--- src/rtl/mips_pkg.sv ---
// rtl/mips_pkg.sv - shared widths and FSM state type for the 16-bit pipeline
package mips_pkg;

  localparam int DATA_W = 16;
  localparam int DEST_W = 3;

  // Memory-stage access FSM
  typedef enum logic [0:0] {
    IDLE = 1'b0,
    BUSY = 1'b1
  } state_e;

endpackage

--- src/rtl/data_mem.sv ---
// rtl/data_mem.sv - data memory, combinational read, synchronous gated write
module data_mem
  import mips_pkg::*;
#(
  parameter int ADDR_W = 8
) (
  input  logic              clk,
  input  logic              we,
  input  logic [ADDR_W-1:0] addr,
  input  logic [DATA_W-1:0] wdata,
  output logic [DATA_W-1:0] rdata
);

  // Contents are deliberately not reset; software must write before reading
  logic [DATA_W-1:0] mem_q [2**ADDR_W];

  // Write port: a single word lands on the edge where we is high
  always_ff @(posedge clk) begin
    if (we) begin
      mem_q[addr] <= wdata;
    end
  end

  assign rdata = mem_q[addr];

endmodule

--- src/rtl/mem_stage.sv ---
// rtl/mem_stage.sv - pipeline memory stage with fixed-latency data memory access
module mem_stage
  import mips_pkg::*;
#(
  parameter int ADDR_W  = 8,
  parameter int MEM_LAT = 2
) (
  input  logic              clk,
  input  logic              rst,
  input  logic              ex_valid,
  input  logic [DATA_W-1:0] ex_alu_res,
  input  logic [DATA_W-1:0] ex_store_data,
  input  logic [DEST_W-1:0] ex_dest,
  input  logic              ex_mem_read,
  input  logic              ex_mem_write,
  input  logic              ex_wb_en,
  output logic              stall,
  output logic [DATA_W-1:0] alu_res,
  output logic [DATA_W-1:0] mem_res,
  output logic [DEST_W-1:0] mem_wb_dest,
  output logic              alu_bar_mem,
  output logic              wb_en
);

  // A zero latency would make the completion cycle coincide with acceptance
  if (MEM_LAT < 1) begin : g_lat_check
    $error("mem_stage: MEM_LAT must be at least 1");
  end

  localparam int CNT_W = (MEM_LAT > 1) ? $clog2(MEM_LAT) : 1;
  localparam logic [CNT_W-1:0] CNT_LOAD = CNT_W'(MEM_LAT - 1);

  state_e            state_q, state_d;
  logic [CNT_W-1:0]  cnt_q, cnt_d;

  // Captured copy of the accepted memory instruction
  logic [DATA_W-1:0] hold_addr_q, hold_addr_d;
  logic [DATA_W-1:0] hold_data_q, hold_data_d;
  logic [DEST_W-1:0] hold_dest_q, hold_dest_d;
  logic              hold_store_q, hold_store_d;
  logic              hold_wb_en_q, hold_wb_en_d;

  // Output registers facing write-back
  logic [DATA_W-1:0] alu_res_q, alu_res_d;
  logic [DATA_W-1:0] mem_res_q, mem_res_d;
  logic [DEST_W-1:0] dest_q, dest_d;
  logic              alu_bar_mem_q, alu_bar_mem_d;
  logic              wb_en_q, wb_en_d;

  logic              ex_mem_op;
  logic              mem_we_c;
  logic              mem_we;
  logic [DATA_W-1:0] mem_rdata;

  assign ex_mem_op = ex_mem_read | ex_mem_write;

  // Memory is always addressed from the holding register, so the read data is
  // stable during the completion cycle regardless of what upstream presents
  data_mem #(
    .ADDR_W (ADDR_W)
  ) u_data_mem (
    .clk   (clk),
    .we    (mem_we),
    .addr  (hold_addr_q[ADDR_W-1:0]),
    .wdata (hold_data_q),
    .rdata (mem_rdata)
  );

  // A reset landing on the completion cycle must not let the store through
  assign mem_we = mem_we_c & ~rst;

  // Upstream hold request: accepting a memory op, or waiting out the latency
  always_comb begin
    stall = 1'b0;
    if (!rst) begin
      if (state_q == IDLE) begin
        stall = ex_valid & ex_mem_op;
      end else begin
        stall = (cnt_q != '0);
      end
    end
  end

  // Next-state, capture and output selection; outputs default to a bubble
  always_comb begin
    state_d       = state_q;
    cnt_d         = cnt_q;
    hold_addr_d   = hold_addr_q;
    hold_data_d   = hold_data_q;
    hold_dest_d   = hold_dest_q;
    hold_store_d  = hold_store_q;
    hold_wb_en_d  = hold_wb_en_q;
    alu_res_d     = '0;
    mem_res_d     = '0;
    dest_d        = '0;
    alu_bar_mem_d = 1'b0;
    wb_en_d       = 1'b0;
    mem_we_c      = 1'b0;

    case (state_q)
      IDLE: begin
        if (ex_valid) begin
          if (ex_mem_op) begin
            hold_addr_d  = ex_alu_res;
            hold_data_d  = ex_store_data;
            hold_dest_d  = ex_dest;
            // Read and write together resolves to a store
            hold_store_d = ex_mem_write;
            hold_wb_en_d = ex_wb_en;
            cnt_d        = CNT_LOAD;
            state_d      = BUSY;
          end else begin
            alu_res_d = ex_alu_res;
            dest_d    = ex_dest;
            wb_en_d   = ex_wb_en;
          end
        end
      end

      BUSY: begin
        if (cnt_q != '0) begin
          cnt_d = cnt_q - CNT_W'(1);
        end else begin
          state_d = IDLE;
          if (hold_store_q) begin
            mem_we_c = 1'b1;
          end else begin
            alu_res_d     = hold_addr_q;
            mem_res_d     = mem_rdata;
            dest_d        = hold_dest_q;
            alu_bar_mem_d = 1'b1;
            wb_en_d       = hold_wb_en_q;
          end
        end
      end

      default: begin
        state_d = IDLE;
      end
    endcase
  end

  // State, holding and output registers with synchronous reset
  always_ff @(posedge clk) begin
    if (rst) begin
      state_q       <= IDLE;
      cnt_q         <= '0;
      hold_addr_q   <= '0;
      hold_data_q   <= '0;
      hold_dest_q   <= '0;
      hold_store_q  <= 1'b0;
      hold_wb_en_q  <= 1'b0;
      alu_res_q     <= '0;
      mem_res_q     <= '0;
      dest_q        <= '0;
      alu_bar_mem_q <= 1'b0;
      wb_en_q       <= 1'b0;
    end else begin
      state_q       <= state_d;
      cnt_q         <= cnt_d;
      hold_addr_q   <= hold_addr_d;
      hold_data_q   <= hold_data_d;
      hold_dest_q   <= hold_dest_d;
      hold_store_q  <= hold_store_d;
      hold_wb_en_q  <= hold_wb_en_d;
      alu_res_q     <= alu_res_d;
      mem_res_q     <= mem_res_d;
      dest_q        <= dest_d;
      alu_bar_mem_q <= alu_bar_mem_d;
      wb_en_q       <= wb_en_d;
    end
  end

  assign alu_res     = alu_res_q;
  assign mem_res     = mem_res_q;
  assign mem_wb_dest = dest_q;
  assign alu_bar_mem = alu_bar_mem_q;
  assign wb_en       = wb_en_q;

endmodule

--- config.mk ---
export PLATFORM = sky130hd
export DESIGN_NAME = mem_stage
export DESIGN_NICKNAME = d
export VERILOG_FILES = /design/src/rtl/mips_pkg.sv /design/src/rtl/data_mem.sv /design/src/rtl/mem_stage.sv
export SDC_FILE = /design/constraint.sdc
export NUM_CORES = 2
export LEC_CHECK = 0
export BUFFER_PORTS_ARGS = -buffer_cell sky130_fd_sc_hd__buf_2
export CAP_MARGIN = 30
export CORE_UTILIZATION = 38
export CTS_CLUSTER_DIAMETER = 120
export DETAILED_ROUTE_END_ITERATION = 16
export GPL_TIMING_DRIVEN = 0
export SLEW_MARGIN = 20
export SYNTH_ARGS = -nofsm -noshare
export SYNTH_HDL_FRONTEND = slang
export SYNTH_SLANG_ARGS = --single-unit
--- constraint.sdc ---
create_clock -name clk -period 5.6 [get_ports clk]
set_input_delay 0.28 -clock clk [delete_from_list [all_inputs] [get_ports clk]]
set_output_delay 0.28 -clock clk [all_outputs]
set_load 0.1 [all_outputs]
==> key figures <==
Run status
  – Status: finished, violations left
  – Failing checks: setup timing

Place
  – Detailed placement HPWL: around 340,000 µm
  – GP Congestion: just under 1
  – I/O Buffers: 77

Logic synthesis
  – Syn Inst Count: between 7k and 8k
  – Post-Syn Nets: 7,392
  – Area leader, netlist: edfxtp_1
  – Top cells by area, synth: edfxtp_1 (77%), mux4_2 (12%), mux2i_1 (3.5%)
  – EDFF count, synth: roughly 4.1k
  – Synth Flop Type: edfxtp_1
  – Yosys warns: 0
  – Top cell type's share of synthesized area: between 70 and 80%
  – Syn_area_per_cell: approximately 22 µm²
  – Seq/Total Area, Yosys: roughly four fifths
  – #FFs+latches synth: between 4k and 5k
  – Asr flop ratio synth: 0%
  – Mapped Area: 159,000 µm²
  – Netlist cell types: 53

STA
  – Final Skew: about 0.047 ns
  – Final hold vios: 0
  – Minimum clock period: just under 6 ns
  – Worst-Margin Slew: about 1.1 ns
  – Final Cycle Share: 103%
  – Final setup margin: -0.171 ns
  – RSZ-0062 raised after global routing: true
  – # setup viols final: between 300 and 400
  – Final Max Slew Viols: 0
  – Fmax: approximately 0.17 GHz
  – Relative slew margins: roughly 23%

Global route
  – Initial antenna violation count: 46
  – First-pass GRT wire length: 666,000 µm
  – GR Util All Layers: 22.7%
  – Congestion Overflow GR: 0
  – Vias in the first global route: 81.5k
  – Largest net degree at the start of global routing: 78

Route
  – Antenna-violating nets left: 0
  – First DRT Iteration DRCs: between 10k and 15k
  – Routed vias: 83.4k
  – Residual DRC: 0
  – WL/cell: about 35 µm
  – Met2 Routed Length: between 200,000 and 250,000 µm
  – Via-to-Cell Ratio: about 5.9
  – Met3 WL: between 50,000 and 60,000 µm
  – Drt pass-1 iters: 6
  – Met1 Wirelength: 186,000 µm
  – Top routing layer in use: met5
  – Drt total wl: 491,000 µm

Pwr
  – P_int: a little over 50,000 µW
  – Seq pwr share: a little over half
  – Worst IR drop on VDD: ~290 µV
  – PwrDens: roughly 350 nW/µm²
  – Clock share of power: ~42%
  – Switching part of the total: roughly 22%
  – LEAKAGE: about 0.060 µW
  – Gate power share: between 5 and 6%
  – Sw Pwr: between 10,000 and 15,000 µW
  – Pwr Total: 66,000 µW

Floorplan
  – Core Box Area: 417,000 µm²
  – Die area: 421,000 µm²
  – Starting Density: between 30% and 40%
  – Ports: between 70 and 80
  – Std cell rows: 237
  – Die X: approximately 650 µm
  – Die H: 649 µm

Worst hold path
  – Hold depth: 3
  – Hold Path Sink: alu_res[6]
  – Hold Crit Start: ex_alu_res[6]
  – Tightest Hold Check Type: primary input to register

Critical path
  – RR Startpoint: hold_addr_q[3]
  – CP max FO: 10
  – CP arrival: around 6.6 ns
  – Critical Path Start Type: register
  – CP Class: register to register
  – Critical Path End Type: register
  – R2R Setup Slk: -0.17 ns
  – Critical Path RT: 6.41 ns
  – Worst R2R Path Depth: 11
  – R2R Path End: mem_res[4]

Layout
  – Final #Nets: 8,241
  – Layout Utilization: 44.8%
  – Area delta synth->final: 17.3%
  – Share of layout cells above drive strength 1: between 20% and 30%

Flow run
  – Max-Cap Viols: 0

Clock network
  – Max Root-Sink Buffers: 4
  – Skew-Pair Late Insertion Delay: 0.98 ns
  – Total CTS buffers: 420
  – CTS sink cnt: 4,172
  – Worst-path clk slew: about 0.06 ns
  – CTS tree: yes
  – CTS root buffer: clkbuf_16
  – H-tree depth: 5
[worst max path at each step]
stage / end / slack, ns / startpoint
floorplan: u_data_mem.mem_q[0][0] / 1.35 / hold_data_q[0]
global placement: u_data_mem.mem_q[45][11] / -4.42 / hold_data_q[11]
detailed placement: u_data_mem.mem_q[82][12] / -1.05 / hold_addr_q[1]
CTS: u_data_mem.mem_q[46][13] / 0.02 / hold_addr_q[5]
global route: u_data_mem.mem_q[204][11] / -0.06 / hold_addr_q[0]
finish: mem_res[4] / -0.17 / hold_addr_q[3]
[layout by cell type (no fill, tap or decap), types with 74 or more instances in the layout]
cell type / netlist / final
nor2_4: 0 / 75
clkinv_1: 1 / 109
clkinv_2: 0 / 74
clkbuf_1: 152 / 213
a22oi_1: 118 / 118
clkbuf_16: 0 / 424
mux4_2: 870 / 870
mux2i_1: 561 / 561
buf_4: 48 / 75
a21oi_1: 78 / 77
edfxtp_1: 4096 / 4096
buf_2: 177 / 234
o22ai_1: 188 / 188
buf_6: 14 / 183
nand2_1: 192 / 176
nor2_2: 0 / 182
[area by class of cell]
class	instances	area [µm²]
inverter	4	15.0
tap	5497	6880
clock inverter	263	2550
multi-input combinational	2743	33700
fill	34800	230000
sequential	4172	125000
antenna	32	80.1
timing repair buffer	432	5680
buffer	427	2200
clock buffer	508	11000
[power groups by stage]
stage | clock, µW | combinational, µW | sequential (µW)
after floorplan | 0 | 1550 | 35400
after global placement | 0 | 2780 | 35900
after detailed placement | 0 | 3500 | 35100
after CTS | 28100 | 3530 | 34400
after global routing | 29200 | 3670 | 34400
final | 27900 | 3610 | 34400
[flip-flops by register name, summed over array words and instances (netlist names)]
| name | count |
|---|---|
| hold_addr_q | 16 |
| hold_data_q | 16 |
| hold_wb_en_q | 1 |
| mem_wb_dest | 3 |
| hold_store_q | 1 |
| hold_dest_q | 3 |
| wb_en | 1 |
| cnt_q | 1 |
| mem_res | 16 |
| u_data_mem.mem_q | 4096 |
| alu_bar_mem | 1 |
| state_q | 1 |
| alu_res | 16 |
[through the flow]
stage                     hold slack [ns]  worst slack, ns   TNS, ns  cell area (µm²)  std cells
after detailed placement            0.455            -1.05  -1384.12           172000      13200
after CTS                          0.0226           0.0221         0           186000      14000
after floorplan                     0.406             1.35         0           159000       7351
after global routing               0.0782          -0.0558     -1.20           187000      14000
after global placement              0.457            -4.42         -           166000      12900
final                              0.0771           -0.171    -17.25           187000      14100
[synthesized netlist by cell type, drive strengths merged (2+ instances only)]
library cell	instances
a21oi	78
nor2b	14
nor3b	4
and3	28
a32oi	15
nand4	18
nor4	16
mux4	870
or3	15
dfxtp	76
inv	3
a31oi	32
buf	280
o21ai	65
o211ai	4
a211oi	16
nand3b	5
nand2	193
nand2b	2
nand3	52
a22oi	118
nor3	22
and2	2
o221ai	14
o2111ai	2
a221oi	58
clkbuf	152
o22a	14
edfxtp	4096
nor2	285
o22ai	188
or4	14
a22o	22
a21o	3
a32o	2
mux2i	561
[worst max-delay path, cell delays in order (launching register included)]
cell	delay, ns
dfxtp_1	0.38
buf_2	0.45
buf_2	0.46
buf_4	0.34
buf_2	0.49
clkbuf_1	0.69
buf_2	0.70
mux2i_1	0.28
o22ai_1	0.24
a211oi_2	0.70
nand2_1	0.39
o211a_1	0.42
[routing by layer]
layer	vias up	GRT usage, %
li1	32800	-
met1	44500	30.2
met2	5098	34.8
met3	1024	5.73
met4	20	11.8
met5	-	0
[timing repair]
| item | in CTS | in global routing |
|---|---|---|
| buffers inserted | 5 | 0 |
| resized for setup | 84 | 4 |
| pin swaps | 4 | 0 |
| endpoints found under the setup margin | 3367 | 230 |
| hold buffers | 40 | 0 |
| endpoints found under the hold margin | 58 | 0 |
[cells by family (layout without fill, tap and decap cells)]
family | count (synthesis) | count (layout) | synth area share, %
AND/OR/NAND/NOR | 674 | 674 | 1.87
multiplexers | 1432 | 1432 | 15.8
buffers and inverters | 436 | 1634 | 1.35
other | 0 | 32 | 0
AO/OA/AOI/OAI | 637 | 637 | 2.71
flip-flops | 4172 | 4172 | 78.2
(Power assumes the default switching activity.)
